--- config.mk ---
export PLATFORM = sky130hd
export DESIGN_NAME = squash_row_ctrl
export DESIGN_NICKNAME = d
export VERILOG_FILES = /design/src/rtl/squash_row_ctrl.sv
export SDC_FILE = /design/constraint.sdc
export NUM_CORES = 1
export LEC_CHECK = 0
export BUFFER_PORTS_ARGS = -buffer_cell sky130_fd_sc_hd__buf_2
export CORE_ASPECT_RATIO = 0.8
export CORE_MARGIN = 10
export CORE_UTILIZATION = 55
export CTS_CLUSTER_SIZE = 40
export DETAILED_ROUTE_END_ITERATION = 10
export GPL_TIMING_DRIVEN = 0
export PLACE_DENSITY_LB_ADDON = 0.1
export SLEW_MARGIN = 30
export SYNTH_ARGS = -nofsm -noshare
export SYNTH_HDL_FRONTEND = slang
export SYNTH_SLANG_ARGS = --single-unit
--- constraint.sdc ---
create_clock -name clk -period 3.5 [get_ports clk]
set_input_delay 0.35 -clock clk [delete_from_list [all_inputs] [get_ports clk]]
set_output_delay 0.35 -clock clk [all_outputs]
set_load 0.005 [all_outputs]
--- src/rtl/squash_row_ctrl.sv ---
// Row sequencer for the 1-D lifting "squash" transform: reads one row from a
// 1-cycle-latency line memory and writes L to the lower half, H to the upper half.
module squash_row_ctrl #(
    parameter int ROW_LEN = 16,
    parameter int ADDR_W  = 4,
    parameter int DATA_W  = 8
) (
    input  logic              clk,
    input  logic              rst,
    input  logic              start,
    output logic              busy,
    output logic              done,
    output logic              rd_en,
    output logic [ADDR_W-1:0] rd_addr,
    input  logic [DATA_W-1:0] rd_data,
    output logic              wr_en,
    output logic [ADDR_W-1:0] wr_addr,
    output logic [DATA_W-1:0] wr_data
);

    localparam logic [ADDR_W-1:0] M_A    = ADDR_W'(ROW_LEN / 2);
    localparam logic [ADDR_W-1:0] K_LAST = ADDR_W'(ROW_LEN / 2 - 1);

    typedef enum logic [2:0] {
        IDLE, RD0, RD_O, RD_E, CALC, WR_H, WR_L, DONE
    } state_t;

    state_t state, state_nx;

    logic [ADDR_W-1:0] k;
    logic [ADDR_W-1:0] k_inc;
    logic              last_pair;
    logic [DATA_W-1:0] x_even, x_odd, x_next, h_cur, h_prev;
    logic [DATA_W-1:0] xn_sel;

    // Held copies so address/data stay stable while their strobe is low
    logic [ADDR_W-1:0] rd_addr_q, wr_addr_q;
    logic [DATA_W-1:0] wr_data_q;

    logic              rd_en_c, wr_en_c, done_c;
    logic [ADDR_W-1:0] rd_addr_c, wr_addr_c;
    logic [DATA_W-1:0] wr_data_c;

    // H = x_odd - ((x_even + x_next) >> 1); the sum keeps its carry bit
    function automatic logic [DATA_W-1:0] predict(input logic [DATA_W-1:0] xo,
                                                  input logic [DATA_W-1:0] xe,
                                                  input logic [DATA_W-1:0] xn);
        logic [DATA_W:0] s;
        s = {1'b0, xe} + {1'b0, xn};
        return xo - s[DATA_W:1];
    endfunction

    // L = x_even + ((h_left + h_right) >> 2), wrapping mod 2^DATA_W
    function automatic logic [DATA_W-1:0] update(input logic [DATA_W-1:0] xe,
                                                 input logic [DATA_W-1:0] hl,
                                                 input logic [DATA_W-1:0] hr);
        logic [DATA_W:0] s;
        s = {1'b0, hl} + {1'b0, hr};
        return xe + {1'b0, s[DATA_W:2]};
    endfunction

    assign k_inc     = k + ADDR_W'(1);
    assign last_pair = (k == K_LAST);
    // Right-edge symmetric extension: x[ROW_LEN] mirrors x[ROW_LEN-2]
    assign xn_sel    = last_pair ? x_even : rd_data;

    always_comb begin
        state_nx  = state;
        rd_en_c   = 1'b0;
        rd_addr_c = rd_addr_q;
        wr_en_c   = 1'b0;
        wr_addr_c = wr_addr_q;
        wr_data_c = wr_data_q;
        done_c    = 1'b0;
        case (state)
            IDLE: begin
                if (start) state_nx = RD0;
            end
            RD0: begin
                rd_en_c   = 1'b1;
                rd_addr_c = '0;
                state_nx  = RD_O;
            end
            RD_O: begin
                rd_en_c   = 1'b1;
                rd_addr_c = {k[ADDR_W-2:0], 1'b1};
                state_nx  = RD_E;
            end
            RD_E: begin
                if (!last_pair) begin
                    rd_en_c   = 1'b1;
                    rd_addr_c = {k_inc[ADDR_W-2:0], 1'b0};
                end
                state_nx = CALC;
            end
            CALC: begin
                state_nx = WR_H;
            end
            WR_H: begin
                wr_en_c   = 1'b1;
                wr_addr_c = M_A + k;
                wr_data_c = h_cur;
                state_nx  = WR_L;
            end
            WR_L: begin
                wr_en_c   = 1'b1;
                wr_addr_c = k;
                // Left-edge extension: H[-1] = H[0]
                wr_data_c = update(x_even, (k == '0) ? h_cur : h_prev, h_cur);
                state_nx  = last_pair ? DONE : RD_O;
            end
            DONE: begin
                done_c   = 1'b1;
                state_nx = IDLE;
            end
            default: state_nx = IDLE;
        endcase
    end

    always_ff @(posedge clk or posedge rst) begin
        if (rst) begin
            state     <= IDLE;
            k         <= '0;
            x_even    <= '0;
            x_odd     <= '0;
            x_next    <= '0;
            h_cur     <= '0;
            h_prev    <= '0;
            rd_addr_q <= '0;
            wr_addr_q <= '0;
            wr_data_q <= '0;
        end else begin
            state     <= state_nx;
            rd_addr_q <= rd_addr_c;
            wr_addr_q <= wr_addr_c;
            wr_data_q <= wr_data_c;
            case (state)
                IDLE: k <= '0;
                RD_O: if (k == '0) x_even <= rd_data;
                RD_E: x_odd <= rd_data;
                CALC: begin
                    x_next <= xn_sel;
                    h_cur  <= predict(x_odd, x_even, xn_sel);
                end
                WR_L: begin
                    h_prev <= h_cur;
                    x_even <= x_next;
                    if (!last_pair) k <= k_inc;
                end
                DONE: k <= '0;
                default: ;
            endcase
        end
    end

    assign busy    = (state != IDLE);
    assign done    = done_c;
    assign rd_en   = rd_en_c;
    assign rd_addr = rd_addr_c;
    assign wr_en   = wr_en_c;
    assign wr_addr = wr_addr_c;
    assign wr_data = wr_data_c;

endmodule

==> impl_metrics.sql <==
INSERT INTO impl_metrics (metric_group, metric, value, unit) VALUES
('grt', 'grt.overflow.total', '0', ''),
('place', 'gp_congestion', '0.833', ''),
('synthesis', 'syn_avg_cell_area', '9.07', 'um2'),
('sta', 'finalHoldWorstSlack', '-0.00535', 'ns'),
('final_layout', 'fin_nets', '555', ''),
('synthesis', 'synthesis.area', '3980', 'um2'),
('final_layout', 'drive_above_1_share', '32.2', '%'),
('drt', 'first_pass_iters', '4', ''),
('worst_setup_path', 'cp.arrival', '3.89', 'ns'),
('floorplan', 'core-area', '6960', 'um2'),
('drt', 'remaining_drc_errors', '0', ''),
('place', 'detailed_place.area', '4330', 'um2'),
('final_layout', 'seq_area', '1580', 'um2'),
('synthesis', 'seq_total_area_yosys', '39.6', '%'),
('cts', 'cts_tree', 'yes', ''),
('drt', 'ant_nets', '0', ''),
('sta', 'finalWorstSetupSlack', '-0.744', 'ns'),
('synthesis', 'async_reset_ff_share', '100', '%'),
('worst_setup_path', 'timing.critical_path.required', '3.15', 'ns'),
('cts', 'cts_hold_buffers_added', '0', ''),
('floorplan', 'die-area', '11100', 'um2'),
('final_layout', 'finish.cell_count_without_fillers', '603', ''),
('grt', 'first_global_vias', '3276', ''),
('cts', 'cts_inserted_buffers', '9', ''),
('floorplan', 'io_pins', '31', ''),
('sta', 'finalWorstPathRequiredPeriod', '4.24', 'ns'),
('drt', 'dr_total_vias', '3422', ''),
('drt', 'drtIter0Drc', '219', ''),
('status', 'status', 'finished, violations left', ''),
('floorplan', 'die_x', '115', 'um'),
('synthesis', 'dominantRegCellSynth', 'sky130_fd_sc_hd__dfrtp_1', ''),
('final_layout', 'fill_cells', '517', ''),
('place', 'buffer_ports.inserted', '30', ''),
('place', 'detailedPlace.worstSlack', '-0.624', 'ns'),
('synthesis', 'synthCells', '439', ''),
('sta', 'clock_skew', '0.00825', 'ns'),
('drt', 'routed_wire_length_per_instance', '17.5', 'um'),
('cts', 'clock_input_transition_at_the_sequential_cells_of_the_worst_setup_and_hold_paths', '0.07', 'ns'),
('sta', 'final_min_period_over_clock_period', '121', '%'),
('floorplan', 'floorplan.rows', '27', ''),
('sta', 'setup_viol', '11', ''),
('sta', 'final-max-slew-violation-count', '0', ''),
('place', 'total_half_perimeter_wirelength_after_legalization_and_detailed_placement', '7200', 'um'),
('grt', 'grt_pass1_wl', '16500', 'um'),
('final_layout', 'antenna_cells_inserted', '0', ''),
('synthesis', 'synth_cell_types', '50', ''),
('drt', 'wl', '10600', 'um'),
('sta', 'fmaxAchievable', '236', 'MHz'),
('synthesis', 'net_count_after_synthesis', '483', ''),
('drt', 'viasPerCell', '5.67', ''),
('sta', 'final-hold-violation-count', '5', ''),
('sta', 'rsz0062_at_grt', 'true', ''),
('grt', 'antenna_violations_before_repair', '0', ''),
('cts', 'cts-root-to-sink-buffers', '2', ''),
('synthesis', 'yosysWarnings', '0', ''),
('job', 'max-cap-violations', '0', ''),
('status', 'violations', 'hold timing, setup timing', ''),
('worst_setup_path', 'path_class', 'flop to output port', ''),
('final_layout', 'postLayoutCoreUtil', '72.5', '%'),
('final_layout', 'multiInputGateArea', '2590', 'um2'),
('worst_setup_path', 'end_kind', 'output port', ''),
('worst_setup_path', 'regToRegSetupSlack', '-0.13', 'ns'),
('final_layout', 'area_delta_synth_final', '26.6', '%'),
('hold_path', 'min_path_type', 'primary input to async pin', ''),
('grt', 'grt_start_max_net_pins', '33', ''),
('synthesis', 'synth-seq-cells', '63', ''),
('sta', 'worst_slew_margin_rel', '54.8', '%'),
('cts', 'insertion_delay', '0.36', 'ns'),
('floorplan', 'die-height', '96.1', 'um'),
('cts', 'cts.sinks', '63', ''),
('synthesis', 'synth_edf_count', '0', ''),
('worst_setup_path', 'worst_setup_path_start_kind', 'flop', ''),
('cts', 'cts_root_buf', 'sky130_fd_sc_hd__clkbuf_8', ''),
('cts', 'htreeDepth', '3', ''),
('floorplan', 'initial_core_util', '57.2', '%'),
('grt', 'gr-usage-all-layers', '18.9', '%'),
('sta', 'tightest_slew', '0.674', 'ns'),
('worst_setup_path', 'path_max_fanout', '7', ''),
('place', 'place_inst', '557', ''),
('final_layout', 'post-route-cell-area', '5040', 'um2');
==> cells by family (layout without fill, tap and decap cells) <==
kind of cell | after synthesis | in the layout | synth area share (%)
multiplexers | 27 | 27 | 7.29
flip-flops | 63 | 63 | 39.6
AND/OR/NAND/NOR | 162 | 162 | 18.1
buffers and inverters | 36 | 113 | 4.02
adder cells (fa/ha/maj) | 33 | 33 | 10.9
XOR/XNOR | 21 | 21 | 4.62
AO/OA/AOI/OAI | 97 | 97 | 15.5
==> cell usage after synthesis (2+ instances only) <==
| cell type | count | area [um2] |
|---|---|---|
| sky130_fd_sc_hd__nor2_1 | 19 | 71.3 |
| sky130_fd_sc_hd__and2_1 | 2 | 12.5 |
| sky130_fd_sc_hd__a22oi_1 | 4 | 30.0 |
| sky130_fd_sc_hd__mux2i_1 | 11 | 110 |
| sky130_fd_sc_hd__buf_2 | 7 | 35.0 |
| sky130_fd_sc_hd__a211oi_1 | 4 | 30.0 |
| sky130_fd_sc_hd__inv_1 | 15 | 56.3 |
| sky130_fd_sc_hd__a21o_1 | 5 | 37.5 |
| sky130_fd_sc_hd__nor3_1 | 9 | 45.0 |
| sky130_fd_sc_hd__nand3_1 | 4 | 20.0 |
| sky130_fd_sc_hd__xor2_1 | 9 | 78.8 |
| sky130_fd_sc_hd__fa_1 | 3 | 60.1 |
| sky130_fd_sc_hd__nand2_1 | 99 | 372 |
| sky130_fd_sc_hd__clkbuf_1 | 11 | 41.3 |
| sky130_fd_sc_hd__xnor2_1 | 12 | 105 |
| sky130_fd_sc_hd__a221o_1 | 2 | 20.0 |
| sky130_fd_sc_hd__and3_1 | 2 | 12.5 |
| sky130_fd_sc_hd__buf_6 | 2 | 22.5 |
| sky130_fd_sc_hd__mux2_2 | 16 | 180 |
| sky130_fd_sc_hd__dfrtp_1 | 63 | 1580 |
| sky130_fd_sc_hd__o31ai_1 | 2 | 15.0 |
| sky130_fd_sc_hd__o21a_1 | 4 | 30.0 |
| sky130_fd_sc_hd__o211a_1 | 2 | 20.0 |
| sky130_fd_sc_hd__ha_1 | 30 | 375 |
| sky130_fd_sc_hd__or2_2 | 5 | 31.3 |
| sky130_fd_sc_hd__a22o_1 | 3 | 26.3 |
| sky130_fd_sc_hd__o21ai_0 | 34 | 170 |
| sky130_fd_sc_hd__o21bai_1 | 3 | 22.5 |
| sky130_fd_sc_hd__a21oi_1 | 16 | 80.1 |
| sky130_fd_sc_hd__nand2b_1 | 6 | 37.5 |
| sky130_fd_sc_hd__o22ai_1 | 2 | 12.5 |
| sky130_fd_sc_hd__nor2b_1 | 9 | 56.3 |
| sky130_fd_sc_hd__a31oi_1 | 6 | 37.5 |
| sky130_fd_sc_hd__or3_1 | 2 | 12.5 |
==> worst max-delay path: stages (launching register included) <==
cell and delay [ns]:
sky130_fd_sc_hd__dfrtp_1 0.40, sky130_fd_sc_hd__inv_2 0.07, sky130_fd_sc_hd__ha_1 0.14, sky130_fd_sc_hd__nor3b_4 0.21, sky130_fd_sc_hd__buf_12 0.15, sky130_fd_sc_hd__mux2_4 0.32, sky130_fd_sc_hd__ha_4 0.27, sky130_fd_sc_hd__a21oi_4 0.16
sky130_fd_sc_hd__nand2_2 0.08, sky130_fd_sc_hd__a21o_1 0.22, sky130_fd_sc_hd__xor2_2 0.15, sky130_fd_sc_hd__ha_1 0.34, sky130_fd_sc_hd__nor2b_4 0.15, sky130_fd_sc_hd__o21ai_2 0.11, sky130_fd_sc_hd__nand2b_1 0.10, sky130_fd_sc_hd__a31oi_2 0.21
sky130_fd_sc_hd__xor2_1 0.09, sky130_fd_sc_hd__o21ai_1 0.20, sky130_fd_sc_hd__buf_2 0.15
==> metal layers <==
layer  global-route usage, %  part of all wire, %  vias up
li1                        -                    -     1661
met1                    25.7                   48     1633
met2                    28.2                   43      112
met3                    6.03                  7.0       16
met4                    5.97                  1.7        0
met5                       0                    0        -
==> cells in the final DEF (no fill, tap or decap), types with 7 or more instances in the layout <==
cell,n
sky130_fd_sc_hd__nor2b_1,7
sky130_fd_sc_hd__buf_4,29
sky130_fd_sc_hd__dfrtp_1,63
sky130_fd_sc_hd__mux2_2,13
sky130_fd_sc_hd__o21ai_1,7
sky130_fd_sc_hd__buf_2,37
sky130_fd_sc_hd__nor2_1,18
sky130_fd_sc_hd__ha_1,20
sky130_fd_sc_hd__xnor2_1,11
sky130_fd_sc_hd__o21ai_0,21
sky130_fd_sc_hd__o21ai_2,8
sky130_fd_sc_hd__ha_4,9
sky130_fd_sc_hd__a21oi_1,8
sky130_fd_sc_hd__nand2_1,96
sky130_fd_sc_hd__mux2i_1,10
sky130_fd_sc_hd__xor2_1,7
sky130_fd_sc_hd__inv_1,10
sky130_fd_sc_hd__clkbuf_8,10
sky130_fd_sc_hd__clkbuf_1,9
==> through the flow <==
| step | setup TNS [ns] | hold WS [ns] |
|---|---|---|
| floorplan | -0.0189 | 0.442 |
| global placement | -3.90 | 0.456 |
| detailed placement | -4.34 | 0.387 |
| CTS | -3.30 | 0.00933 |
| global route | -5.99 | 0.0179 |
| finish | -4.38 | -0.00535 |
==> state kept, by name, summed over array words and instances (netlist names) <==
name,flops
h_cur,8
h_prev,8
k,4
rd_addr_q,4
state,3
wr_addr_q,4
wr_data_q,8
x_even,8
x_next,8
x_odd,8
==> what timing repair did <==
| item | CTS | global route |
|---|---|---|
| gates resized for setup | 27 | 38 |
| setup buffers | 14 | 19 |
| gates cloned | 0 | 0 |
| hold endpoints to repair | 0 | 0 |
| pin swaps | 9 | 31 |
| setup endpoints to repair | 15 | 15 |
==> final timing paths <==
check	endpoint	start	cells after the start
max	wr_data[6]	k[0]	18
min	wr_data_q[0]	rst	2
max reg2reg	wr_data_q[6]	k[0]	18
min reg2reg	wr_data_q[0]	wr_data_q[0]	2
max in group asynchronous	x_odd[5]	rst	3
min in group clk	x_odd[3]	rd_data[3]	2
==> cell type report <==
| cell class | instances | area share (%) |
|---|---|---|
| well taps | 87 | 2.16 |
| clock buffers | 10 | 2.73 |
| plain buffers | 20 | 2.06 |
| flip-flops and latches | 63 | 31.3 |
| multi-input cells | 340 | 51.3 |
| clock inverters | 6 | 0.893 |
| repair buffers | 62 | 8.39 |
| inverters | 15 | 1.17 |
Power is not shown: default switching activity piles up to over one toggle a cycle in this logic, so the estimate is an artifact.
